[src/rtl/dds_hop_pkg.sv]
// Shared state and mode encodings for the DDS frequency-hop scheduler.
package dds_hop_pkg;

  typedef enum logic [1:0] {
    ST_IDLE,
    ST_LOAD,
    ST_DWELL,
    ST_ERR
  } hop_state_t;

  localparam logic [1:0] MODE_FIXED  = 2'd0;
  localparam logic [1:0] MODE_WRAP   = 2'd1;
  localparam logic [1:0] MODE_BOUNCE = 2'd2;

  localparam int KHZ_W  = 24;
  localparam int STEP_W = 16;
  localparam int IDX_W  = 16;

endpackage

[src/rtl/dds_prt_gen.sv]
// Pulse-repetition gate: free-running period counter with a high-width comparator.
// Only present when DDS_HOP_PRT_EN is defined.
`ifdef DDS_HOP_PRT_EN
module dds_prt_gen #(
  parameter int DWELL_W = 32
) (
  input  logic               clk,
  input  logic               rst_n,
  input  logic               clr,
  input  logic               en,
  input  logic [DWELL_W-1:0] prt_cycle,
  input  logic [DWELL_W-1:0] prt_width,
  output logic               prt
);

  localparam logic [DWELL_W-1:0] ONE = DWELL_W'(1);

  logic [DWELL_W-1:0] cnt;

  always_ff @(posedge clk or negedge rst_n) begin
    if (!rst_n) begin
      cnt <= '0;
    end else if (clr) begin
      cnt <= '0;
    end else if (en) begin
      cnt <= (cnt >= prt_cycle - ONE) ? '0 : cnt + ONE;
    end
  end

  // A zero period disables the gate; a width covering the whole period holds it high.
  assign prt = en && (prt_cycle != '0) && ((prt_width >= prt_cycle) || (cnt < prt_width));

endmodule
`endif

[src/rtl/dds_hop_sched.sv]
// DDS frequency-hop scheduler: fixed, ramp-wrap and ramp-bounce tuning-word sequencer.
// Define DDS_HOP_PRT_EN to compile in the pulse-repetition gate generator.
module dds_hop_sched
  import dds_hop_pkg::*;
#(
  parameter logic [31:0] FTW_PER_KHZ = 32'd4295,
  parameter int          DWELL_W     = 32
) (
  input  logic               clk_user_bufg,
  input  logic               rst_glb,
  input  logic               run_en,
  input  logic [1:0]         cfg_mode,
  input  logic [KHZ_W-1:0]   cfg_fix_khz,
  input  logic [KHZ_W-1:0]   cfg_start_khz,
  input  logic [KHZ_W-1:0]   cfg_stop_khz,
  input  logic [STEP_W-1:0]  cfg_step_khz,
  input  logic [DWELL_W-1:0] cfg_dwell,
  input  logic [DWELL_W-1:0] cfg_prt_cycle,
  input  logic [DWELL_W-1:0] cfg_prt_width,
  output logic [31:0]        ftw_o,
  output logic               ftw_upd_o,
  output logic               prt_o,
  output logic [IDX_W-1:0]   hop_idx_o,
  output logic               busy_o,
  output logic               cfg_err_o
);

  localparam logic [DWELL_W-1:0] DW_ONE = DWELL_W'(1);

  hop_state_t         state;
  logic               armed;
  logic               dir_dn;
  logic               fixed_done;
  logic [1:0]         mode_q;
  logic [KHZ_W-1:0]   fix_q, start_q, stop_q, cur_khz;
  logic [STEP_W-1:0]  step_q;
  logic [IDX_W-1:0]   cur_idx;
  logic [DWELL_W-1:0] dwell_q, dwell_cnt;

  logic               is_ramp_in, is_ramp_q, cfg_bad;
  logic [KHZ_W:0]     sum_up, lo_lim;
  logic [KHZ_W-1:0]   nxt_khz;
  logic [IDX_W-1:0]   nxt_idx;
  logic               nxt_dn;

  function automatic logic [31:0] khz_to_ftw(input logic [KHZ_W-1:0] khz);
    return 32'(khz) * FTW_PER_KHZ;
  endfunction

  assign is_ramp_in = (cfg_mode == MODE_WRAP) || (cfg_mode == MODE_BOUNCE);
  assign is_ramp_q  = (mode_q == MODE_WRAP) || (mode_q == MODE_BOUNCE);
  assign cfg_bad    = is_ramp_in && ((cfg_start_khz > cfg_stop_khz) || (cfg_step_khz == '0));

  // Next hop; the extra sum bit keeps cur+step and start+step from wrapping.
  always_comb begin
    sum_up  = {1'b0, cur_khz} + (KHZ_W+1)'(step_q);
    lo_lim  = {1'b0, start_q} + (KHZ_W+1)'(step_q);
    nxt_khz = cur_khz;
    nxt_idx = cur_idx + 16'd1;
    nxt_dn  = dir_dn;
    if (mode_q == MODE_WRAP) begin
      if (sum_up > {1'b0, stop_q}) begin
        nxt_khz = start_q;
        nxt_idx = '0;
      end else begin
        nxt_khz = sum_up[KHZ_W-1:0];
      end
    end else if (!dir_dn) begin
      if (sum_up > {1'b0, stop_q}) begin
        nxt_dn  = 1'b1;
        nxt_khz = ({1'b0, cur_khz} < lo_lim) ? start_q : cur_khz - KHZ_W'(step_q);
      end else begin
        nxt_khz = sum_up[KHZ_W-1:0];
      end
    end else begin
      if ({1'b0, cur_khz} < lo_lim) begin
        nxt_dn  = 1'b0;
        nxt_khz = (sum_up > {1'b0, stop_q}) ? stop_q : sum_up[KHZ_W-1:0];
      end else begin
        nxt_khz = cur_khz - KHZ_W'(step_q);
      end
    end
  end

  always_ff @(posedge clk_user_bufg or negedge rst_glb) begin
    if (!rst_glb) begin
      state      <= ST_IDLE;
      armed      <= 1'b0;
      dir_dn     <= 1'b0;
      fixed_done <= 1'b0;
      mode_q     <= '0;
      fix_q      <= '0;
      start_q    <= '0;
      stop_q     <= '0;
      step_q     <= '0;
      dwell_q    <= '0;
      dwell_cnt  <= '0;
      cur_khz    <= '0;
      cur_idx    <= '0;
      ftw_o      <= '0;
      ftw_upd_o  <= 1'b0;
      hop_idx_o  <= '0;
      busy_o     <= 1'b0;
      cfg_err_o  <= 1'b0;
    end else begin
      ftw_upd_o <= 1'b0;
      // A run only starts after run_en has been seen low at least once.
      if (!run_en) armed <= 1'b1;
      if (state != ST_IDLE && !run_en) begin
        state     <= ST_IDLE;
        busy_o    <= 1'b0;
        cfg_err_o <= 1'b0;
      end else begin
        case (state)
          ST_IDLE: begin
            if (run_en && armed) begin
              state  <= ST_LOAD;
              busy_o <= 1'b1;
              armed  <= 1'b0;
            end
          end
          ST_LOAD: begin
            mode_q     <= cfg_mode;
            fix_q      <= cfg_fix_khz;
            start_q    <= cfg_start_khz;
            stop_q     <= cfg_stop_khz;
            step_q     <= cfg_step_khz;
            dwell_q    <= cfg_dwell;
            cur_khz    <= is_ramp_in ? cfg_start_khz : cfg_fix_khz;
            cur_idx    <= '0;
            dir_dn     <= 1'b0;
            dwell_cnt  <= '0;
            fixed_done <= 1'b0;
            if (cfg_bad) begin
              state     <= ST_ERR;
              busy_o    <= 1'b0;
              cfg_err_o <= 1'b1;
            end else begin
              state <= ST_DWELL;
            end
          end
          ST_DWELL: begin
            if (dwell_cnt != '0) begin
              dwell_cnt <= dwell_cnt - DW_ONE;
            end else if (!fixed_done) begin
              ftw_o     <= khz_to_ftw(cur_khz);
              ftw_upd_o <= 1'b1;
              hop_idx_o <= cur_idx;
              dwell_cnt <= (dwell_q == '0) ? '0 : dwell_q - DW_ONE;
              if (is_ramp_q) begin
                cur_khz <= nxt_khz;
                cur_idx <= nxt_idx;
                dir_dn  <= nxt_dn;
              end else begin
                fixed_done <= 1'b1;
              end
            end
          end
          ST_ERR:  ;
          default: state <= ST_IDLE;
        endcase
      end
    end
  end

`ifdef DDS_HOP_PRT_EN
  logic [DWELL_W-1:0] prt_cycle_q, prt_width_q;

  always_ff @(posedge clk_user_bufg or negedge rst_glb) begin
    if (!rst_glb) begin
      prt_cycle_q <= '0;
      prt_width_q <= '0;
    end else if (state == ST_LOAD) begin
      prt_cycle_q <= cfg_prt_cycle;
      prt_width_q <= cfg_prt_width;
    end
  end

  dds_prt_gen #(.DWELL_W(DWELL_W)) u_prt_gen (
    .clk       (clk_user_bufg),
    .rst_n     (rst_glb),
    .clr       (state == ST_LOAD),
    .en        (state == ST_DWELL),
    .prt_cycle (prt_cycle_q),
    .prt_width (prt_width_q),
    .prt       (prt_o)
  );
`else
  logic unused_prt_cfg;
  assign unused_prt_cfg = ^{cfg_prt_cycle, cfg_prt_width};
  assign prt_o          = 1'b0;
`endif

endmodule

[config.mk]
export PLATFORM = sky130hd
export DESIGN_NAME = dds_hop_sched
export DESIGN_NICKNAME = d
export VERILOG_FILES = /design/src/rtl/dds_hop_pkg.sv /design/src/rtl/dds_prt_gen.sv /design/src/rtl/dds_hop_sched.sv
export SDC_FILE = /design/constraint.sdc
export NUM_CORES = 1
export LEC_CHECK = 0
export CAP_MARGIN = 0
export CORE_ASPECT_RATIO = 0.8
export CORE_MARGIN = 2
export CORE_UTILIZATION = 60
export CTS_CLUSTER_SIZE = 12
export DETAILED_ROUTE_END_ITERATION = 10
export GPL_ROUTABILITY_DRIVEN = 0
export PLACE_DENSITY = 0.88
export SLEW_MARGIN = 10
export SYNTH_ARGS = -nofsm -noshare
export SYNTH_HDL_FRONTEND = slang
export SYNTH_HIERARCHICAL = 1
export SYNTH_SLANG_ARGS = --single-unit
[constraint.sdc]
create_clock -name clk_user_bufg -period 8.65 [get_ports clk_user_bufg]
set_clock_uncertainty 0.1 [all_clocks]
set_input_delay 0.865 -clock clk_user_bufg [delete_from_list [all_inputs] [get_ports clk_user_bufg]]
set_output_delay 0.865 -clock clk_user_bufg [all_outputs]
set_load 0.01 [all_outputs]
==> results of run 1 <==
## placed cells by master (no fill, tap or decap), types with 54 or more instances in the layout
cell type,count
o21ai_0,189
a21oi_1,149
nor3_1,54
xnor2_1,79
nand2_1,309
dfrtp_1,226
clkdlybuf4s50_1,174
fa_1,81
mux2_2,77
ha_1,245
nor2_1,130
inv_1,303
## worst max-delay path by stage
stage                      startpoint                     end  slack [ps]  cells past startpoint
2_1_floorplan  cur_khz[6]$_DFFE_PN0P_   ftw_o[30]$_DFFE_PN0P_        3490                     20
3_3_place_gp   start_q[0]$_DFFE_PN0P_  cur_khz[5]$_DFFE_PN0P_        2400                     25
6_report       start_q[0]$_DFFE_PN0P_  cur_khz[5]$_DFFE_PN0P_        1910                     25
4_1_cts        start_q[0]$_DFFE_PN0P_  cur_khz[5]$_DFFE_PN0P_        2160                     25
3_5_place_dp   start_q[0]$_DFFE_PN0P_  cur_khz[5]$_DFFE_PN0P_        2210                     25
5_1_grt        start_q[0]$_DFFE_PN0P_  cur_khz[5]$_DFFE_PN0P_        1740                     25
## final cells by class
class | instances | area, um2
antenna | 1 | 2.502
clock buffer | 34 | 729.5
clock inverter | 5 | 75.07
fill | 2516 | 10250
inverter | 304 | 1141
multi-input combinational | 1810 | 13530
sequential | 226 | 5655
tap | 434 | 543.0
timing repair buffer | 188 | 1854
## stage by stage
| stage | worst slack, ps | hold slack [ps] | instance area (um2) |
|---|---|---|---|
| 3_5_place_dp | 2206 | 355.3 | 22720 |
| 2_1_floorplan | 3487 | 340.3 | 20680 |
| 3_3_place_gp | 2399 | 351.8 | 22720 |
| 4_1_cts | 2164 | 244.3 | 23530 |
| 5_1_grt | 1741 | 280.4 | 23530 |
| 6_report | 1907 | 230.6 | 23530 |
## worst reg2reg max path, cell delays in order, from the launching register on
cell and delay, ps:
dfrtp_1 480, ha_1 220, inv_1 50, fa_1 400, nand2b_1 190, a211o_1 290, a22oi_1 360, a21oi_1 130
o21bai_1 230, a21oi_1 130, o21bai_1 220, a21o_1 160, a21oi_1 70, xor2_1 150, ha_1 300, nand4_1 80
nor4_1 490, o211ai_1 180, a21oi_1 260, o22ai_1 120, buf_4 250, a21oi_1 790, nor2_1 330, a221o_1 360
a221oi_1 230, nor2_1 60
## metal layers
| metal | track usage, % | wire, um |
|---|---|---|
| met3 | 8.046 | 6859 |
| met1 | 46.16 | 24830 |
| met2 | 49.71 | 25080 |
| met5 | 0 | 0 |
| met4 | 9.155 | 1774 |
## sequential cells by signal, indices dropped and copies added, names as in the netlist
name,flops
dwell_cnt,32
dwell_q,32
ftw_o,32
cur_khz,24
start_q,24
stop_q,24
cur_idx,16
hop_idx_o,16
step_q,16
mode_q,2
state,2
armed,1
busy_o,1
cfg_err_o,1
dir_dn,1
fixed_done,1
ftw_upd_o,1
## logic make-up (layout without fill, tap and decap cells)
kind of cell	count (synthesis)	in the layout	synth area share, %
adder cells (fa/ha/maj)	326	326	22.67
AND/OR/NAND/NOR	683	683	15.11
buffers and inverters	395	531	7.352
AO/OA/AOI/OAI	588	588	17.51
XOR/XNOR	123	123	5.210
flip-flops	226	226	27.35
other	1	2	0.01814
multiplexers	89	89	4.775
==> flow_summary_export.csv, run 1 <==
group,metric,value,unit
status,status,"finished, final reports clean",
logic_synthesis,synth_edf_count,0,
timing,worst_slew_pin_slew,1201,ps
die,std_cell_rows,60,
route,vias_per_cell,6.252,
timing,drv_slew,0,
place,place_hpwl,44.96,mm
worst_setup_path,arrival,7100,ps
logic_synthesis,ys_types,80,
global_route,gr-total-overflow,0,
worst_setup_path,r2r-start,"start_q[0]$_DFFE_PN0P_",
cts,htree_num_levels,1,
global_route,track_usage,32.58,%
timing,hold_viol,0,
logic_synthesis,synth_top_area_share,27.35,%
cts,clock_latency,570,ps
cells_and_area,drive_above_1_share,5.960,%
worst_setup_path,required,9010,ps
worst_setup_path,r2r-end,"cur_khz[5]$_DFFE_PN0P_",
logic_synthesis,ys_seq_elements,226,
global_route,grt_pass1_wl,93.97,mm
cts,cts-resized-gates,0,
die,die_w,211.5,um
cts,cts_root_buf,"clkbuf_16",
route,route.detailed.drc,0,
die,die_h,170.0,um
route,firstDrtPassIters,7,
worst_setup_path,cp_num_buf_inv,2,
logic_synthesis,yosys.area.top_type,"dfrtp_1",
cells_and_area,finalNonFillerCells,3002,
global_route,grt_pass1_vias,18370,
timing,relSlewSlack,19.62,%
worst_setup_path,worst_path_largest_cell_delay,770,ps
logic_synthesis,netlist_area,0.02068,mm2
logic_synthesis,ys_seq_area_share,27.35,%
cells_and_area,nets,3070,
timing,rsz0062_at_grt,"no",
route,drt_iter0_drc,2129,
worst_setup_path,worstSetupPathType,"reg2reg",
global_route,grt_max_degree,93,
logic_synthesis,yosys_warnings,6,
logic_synthesis,netlist_instances,2431,
cts,cts.clk_slew.worst_paths,70,ps
worst_setup_path,critPathTopFamily,"compound AO/OA/AOI/OAI gates",
logic_synthesis,avgSynthCellArea,8.505,um2
place,dpl.cell_count,2962,
worst_setup_path,r2r.worst_path.cells,25,
route,postRouteAntennaNets,0,
cts,clock-sinks,226,
timing,final.period_utilization,77.95,%
route,post_drt_wl_per_cell,19.50,um
cts,cts_tree,"built",
global_route,antenna_found_initial,1,
worst_setup_path,critPathCaptureType,"register",
logic_synthesis,synth-main-ff-cell,"dfrtp_1",
timing,fin_tns_setup,0,ps
cts,post-cts-setup-buffers,0,
worst_setup_path,critPathLaunchType,"register",
cts,postCtsHoldBufs,0,
timing,clock.fmax,148.3,MHz
worst_setup_path,reg2reg_slack,1910,ps
logic_synthesis,ys_top_cells_by_count,"nand2_1 (311), inv_1 (303), ha_1 (245)",
logic_synthesis,syn-num-nets,2946,
cts,cts_max_path_buffers,3,
worst_setup_path,slowest_stage,"a21oi_1",
die,pin_count,241,
die,die_area,0.03597,mm2
cts,numCtsBuffers,25,
worst_setup_path,critPathMaxFanout,22,
worst_setup_path,critPathMostFrequentCell,"a21oi_1",
timing,setup_viol,0,
route,wl,58.54,mm
flow_run,max-cap-violations,0,
timing,period_needed,6743,ps
die,initial_core_util,61.20,%
hold_path,hp-class,"in2async",
die,coreArea,0.03378,mm2
logic_synthesis,ys_async_sr_fraction,100.0,%
logic_synthesis,synth.most_common_cell,"nand2_1",
cells_and_area,area_delta_synth_final,13.82,%
route,vias,18770,
place,port_buffers,175,
logic_synthesis,yosys-top-cells-area,"dfrtp_1 (27%), ha_1 (15%), fa_1 (7.8%)",
cells_and_area,final_core_util,69.66,%
Power of run 1 is left out: the tool's default activity adds up to more than one toggle a clock period on the data nets, which glitch-free logic cannot reach.
==> run 2: changes to the inputs <==
CORE_UTILIZATION = 53   (was 60)
PLACE_DENSITY = 0.82   (was 0.88)
clock period = 6 ns   (was 8.65 ns; I/O delays follow)
==> run 2 against run 1 <==
  * Global-route usage shrank 3.0 points
  * Flip-flop and latch count is the same
  * Register-to-register slack got worse by 1700 ps
  * First-iteration DRC count increased by 2.4%
  * Critical path type unchanged
  * Highest routed layer unchanged
==> flow_summary_export.csv, run 2 (synthesized netlist as in run 1, its figures left out) <==
group,metric,value,unit
status,status,"finished, final reports clean",
die,std_cell_rows,64,
cts,cts.clk_slew.worst_paths,60,ps
route,route.detailed.drc,0,
timing,rsz0062_at_grt,"no",
global_route,grt_max_degree,124,
die,pin_count,241,
route,postRouteAntennaNets,0,
timing,relSlewSlack,15.96,%
worst_setup_path,cp_num_buf_inv,3,
die,die_w,224.8,um
hold_path,holdCritStartpoint,"hop_idx_o[1]$_DFFE_PN0P_",
worst_setup_path,arrival,6140,ps
die,die_area,0.04062,mm2
global_route,grt_pass1_vias,18510,
cells_and_area,reg_top3,"dwell_cnt x32, dwell_q x32, ftw_o x32",
route,drt_iter0_drc,2181,
worst_setup_path,worst_path_largest_cell_delay,450,ps
hold_path,hp-class,"reg2reg",
timing,setup_viol,0,
worst_setup_path,required,6290,ps
timing,fin_tns_setup,0,ps
place,place_hpwl,47.30,mm
cts,cts_max_path_buffers,3,
timing,clock.fmax,171.2,MHz
cts,clock-sinks,226,
global_route,track_usage,29.63,%
global_route,met2_usage,44.67,%
worst_setup_path,critPathLaunchType,"register",
worst_setup_path,critPathCaptureType,"register",
place,place_area,0.02314,mm2
worst_setup_path,r2r-start,"start_q[0]$_DFFE_PN0P_",
cts,htree_num_levels,1,
worst_setup_path,slowest_stage,"dfrtp_1",
global_route,gr-total-overflow,0,
cells_and_area,fin_area,0.02411,mm2
worst_setup_path,reg2reg_slack,160,ps
timing,hold_viol,0,
hold_path,whs_path_depth,2,
worst_setup_path,worstSetupPathType,"reg2reg",
cells_and_area,drive_above_1_share,7.904,%
worst_setup_path,r2r-end,"cur_khz[7]$_DFFE_PN0P_",
flow_run,max-cap-violations,0,
die,initial_core_util,53.90,%
worst_setup_path,r2r.worst_path.cells,25,
hold_path,min_delay_worst_endpoint,"hop_idx_o[1]$_DFFE_PN0P_",
route,post_drt_wl_per_cell,19.34,um
cells_and_area,final_core_util,62.86,%
die,die_h,180.7,um
cells_and_area,most-common-layout-cells,"nand2_1 (308), inv_1 (303), ha_1 (245), dfrtp_1 (221), o21ai_0 (189)",
global_route,met3_usage,6.229,%
cts,clock_latency,570,ps
die,coreArea,0.03836,mm2
global_route,grt_pass1_wl,96.83,mm
route,wl,60.30,mm
worst_setup_path,critPathMaxFanout,22,
route,vias_per_cell,6.016,
worst_setup_path,critPathTopFamily,"compound AO/OA/AOI/OAI gates",
place,port_buffers,175,
global_route,grt_busiest_layer,"met2",
cts,cts_tree,"built",
timing,period_needed,5842,ps
cells_and_area,nets,3113,
timing,drv_slew,0,
route,vias,18750,
route,firstDrtPassIters,7,
cells_and_area,area_delta_synth_final,16.62,%
timing,worst_slew_pin_slew,1256,ps
cts,numCtsBuffers,27,
global_route,antenna_found_initial,3,
cts,cts_root_buf,"clkbuf_16",
worst_setup_path,critPathMostFrequentCell,"a21oi_1",
global_route,gr-usage-met1,42.97,%
cells_and_area,final_common_cell,"nand2_1",
timing,final.period_utilization,97.37,%
==> run 2: cell types whose count changed in the layout (fill, tap and decap cells not counted), moves of 2 or more <==
cell / before / now
clkbuf_1: 2 / 7
diode_2: 1 / 3
buf_12: 0 / 3
buf_4: 13 / 50
clkbuf_8: 7 / 4
clkinvlp_4: 0 / 4
clkbuf_16: 25 / 27
bufinv_16: 1 / 3
dfrtp_1: 226 / 221
nor4_1: 18 / 16
clkinv_2: 1 / 3
dfrtp_2: 0 / 5
==> run 2: metal layers <==
metal / wire (um) / part of all wire [%]
met5: 0 / 0
met3: 6612 / 11
met2: 25760 / 43
met4: 1757 / 2.9
met1: 26160 / 43
==> run 2: area by class of cell <==
class                      instances  area (um2)
fill                            3119       14240
multi-input combinational       1810       13560
sequential                       226        5662
timing repair buffer             229        2202
inverter                         304        1141
clock buffer                      38       757.0
tap                              495       619.3
clock inverter                    12       163.9
antenna                            3       7.507
==> run 2: worst reg2reg max path, cell delays in order, from the launching register on <==
cell	delay (ps)
dfrtp_1	450
ha_1	200
inv_1	50
fa_1	410
nand2b_1	180
a211o_1	280
a22oi_1	240
a21oi_1	110
o21bai_1	210
a21oi_1	110
o21bai_1	230
a21o_1	160
a21oi_1	90
xor2_1	160
ha_1	310
nand4_1	160
nor4_4	290
o211ai_1	140
a21oi_1	270
o22ai_1	170
buf_12	200
nor2_1	230
nor2_1	170
buf_4	170
a221oi_1	360
a31oi_1	230
==> run 2: timing repair <==
item,4_1_cts,5_1_grt
hold buffers,1,0
setup endpoints to repair,1,27
buffers inserted,0,0
gates resized for setup,1,10
pin swaps,0,1
endpoints found under the hold margin,5,0
==> run 2: metrics by stage <==
| stage | hold slack [ps] | worst slack, ps | std cells |
|---|---|---|---|
| floorplan | 204.4 | 836.9 | 2431 |
| global placement | 354.7 | 238.7 | 3063 |
| detailed placement | 359.6 | 44.24 | 3063 |
| CTS | 374.5 | 97.82 | 3114 |
| global route | 396.1 | 22.24 | 3116 |
| finish | 367.9 | 157.9 | 3117 |
==> run 2: how the worst max path moves through the flow <==
stage	start	to	slack [ps]	cells past startpoint
finish	start_q[0]$_DFFE_PN0P_	cur_khz[7]$_DFFE_PN0P_	160	25
floorplan	cur_khz[6]$_DFFE_PN0P_	ftw_o[30]$_DFFE_PN0P_	840	20
global placement	cur_khz[6]$_DFFE_PN0P_	ftw_o[30]$_DFFE_PN0P_	240	20
CTS	start_q[1]$_DFFE_PN0P_	cur_khz[4]$_DFFE_PN0P_	100	25
global route	start_q[0]$_DFFE_PN0P_	cur_khz[14]$_DFFE_PN0P_	20	25
detailed placement	cur_khz[5]$_DFFE_PN0P_	ftw_o[30]$_DFFE_PN0P_	40	20
Power of run 2 is left out for the same reason.
==> run 3: changes to the inputs <==
CAP_MARGIN = not set   (was 0)
==> results of run 3 <==
Final layout, timing and power as in run 2 (identical DEF).
Power of run 3 is left out for the same reason.
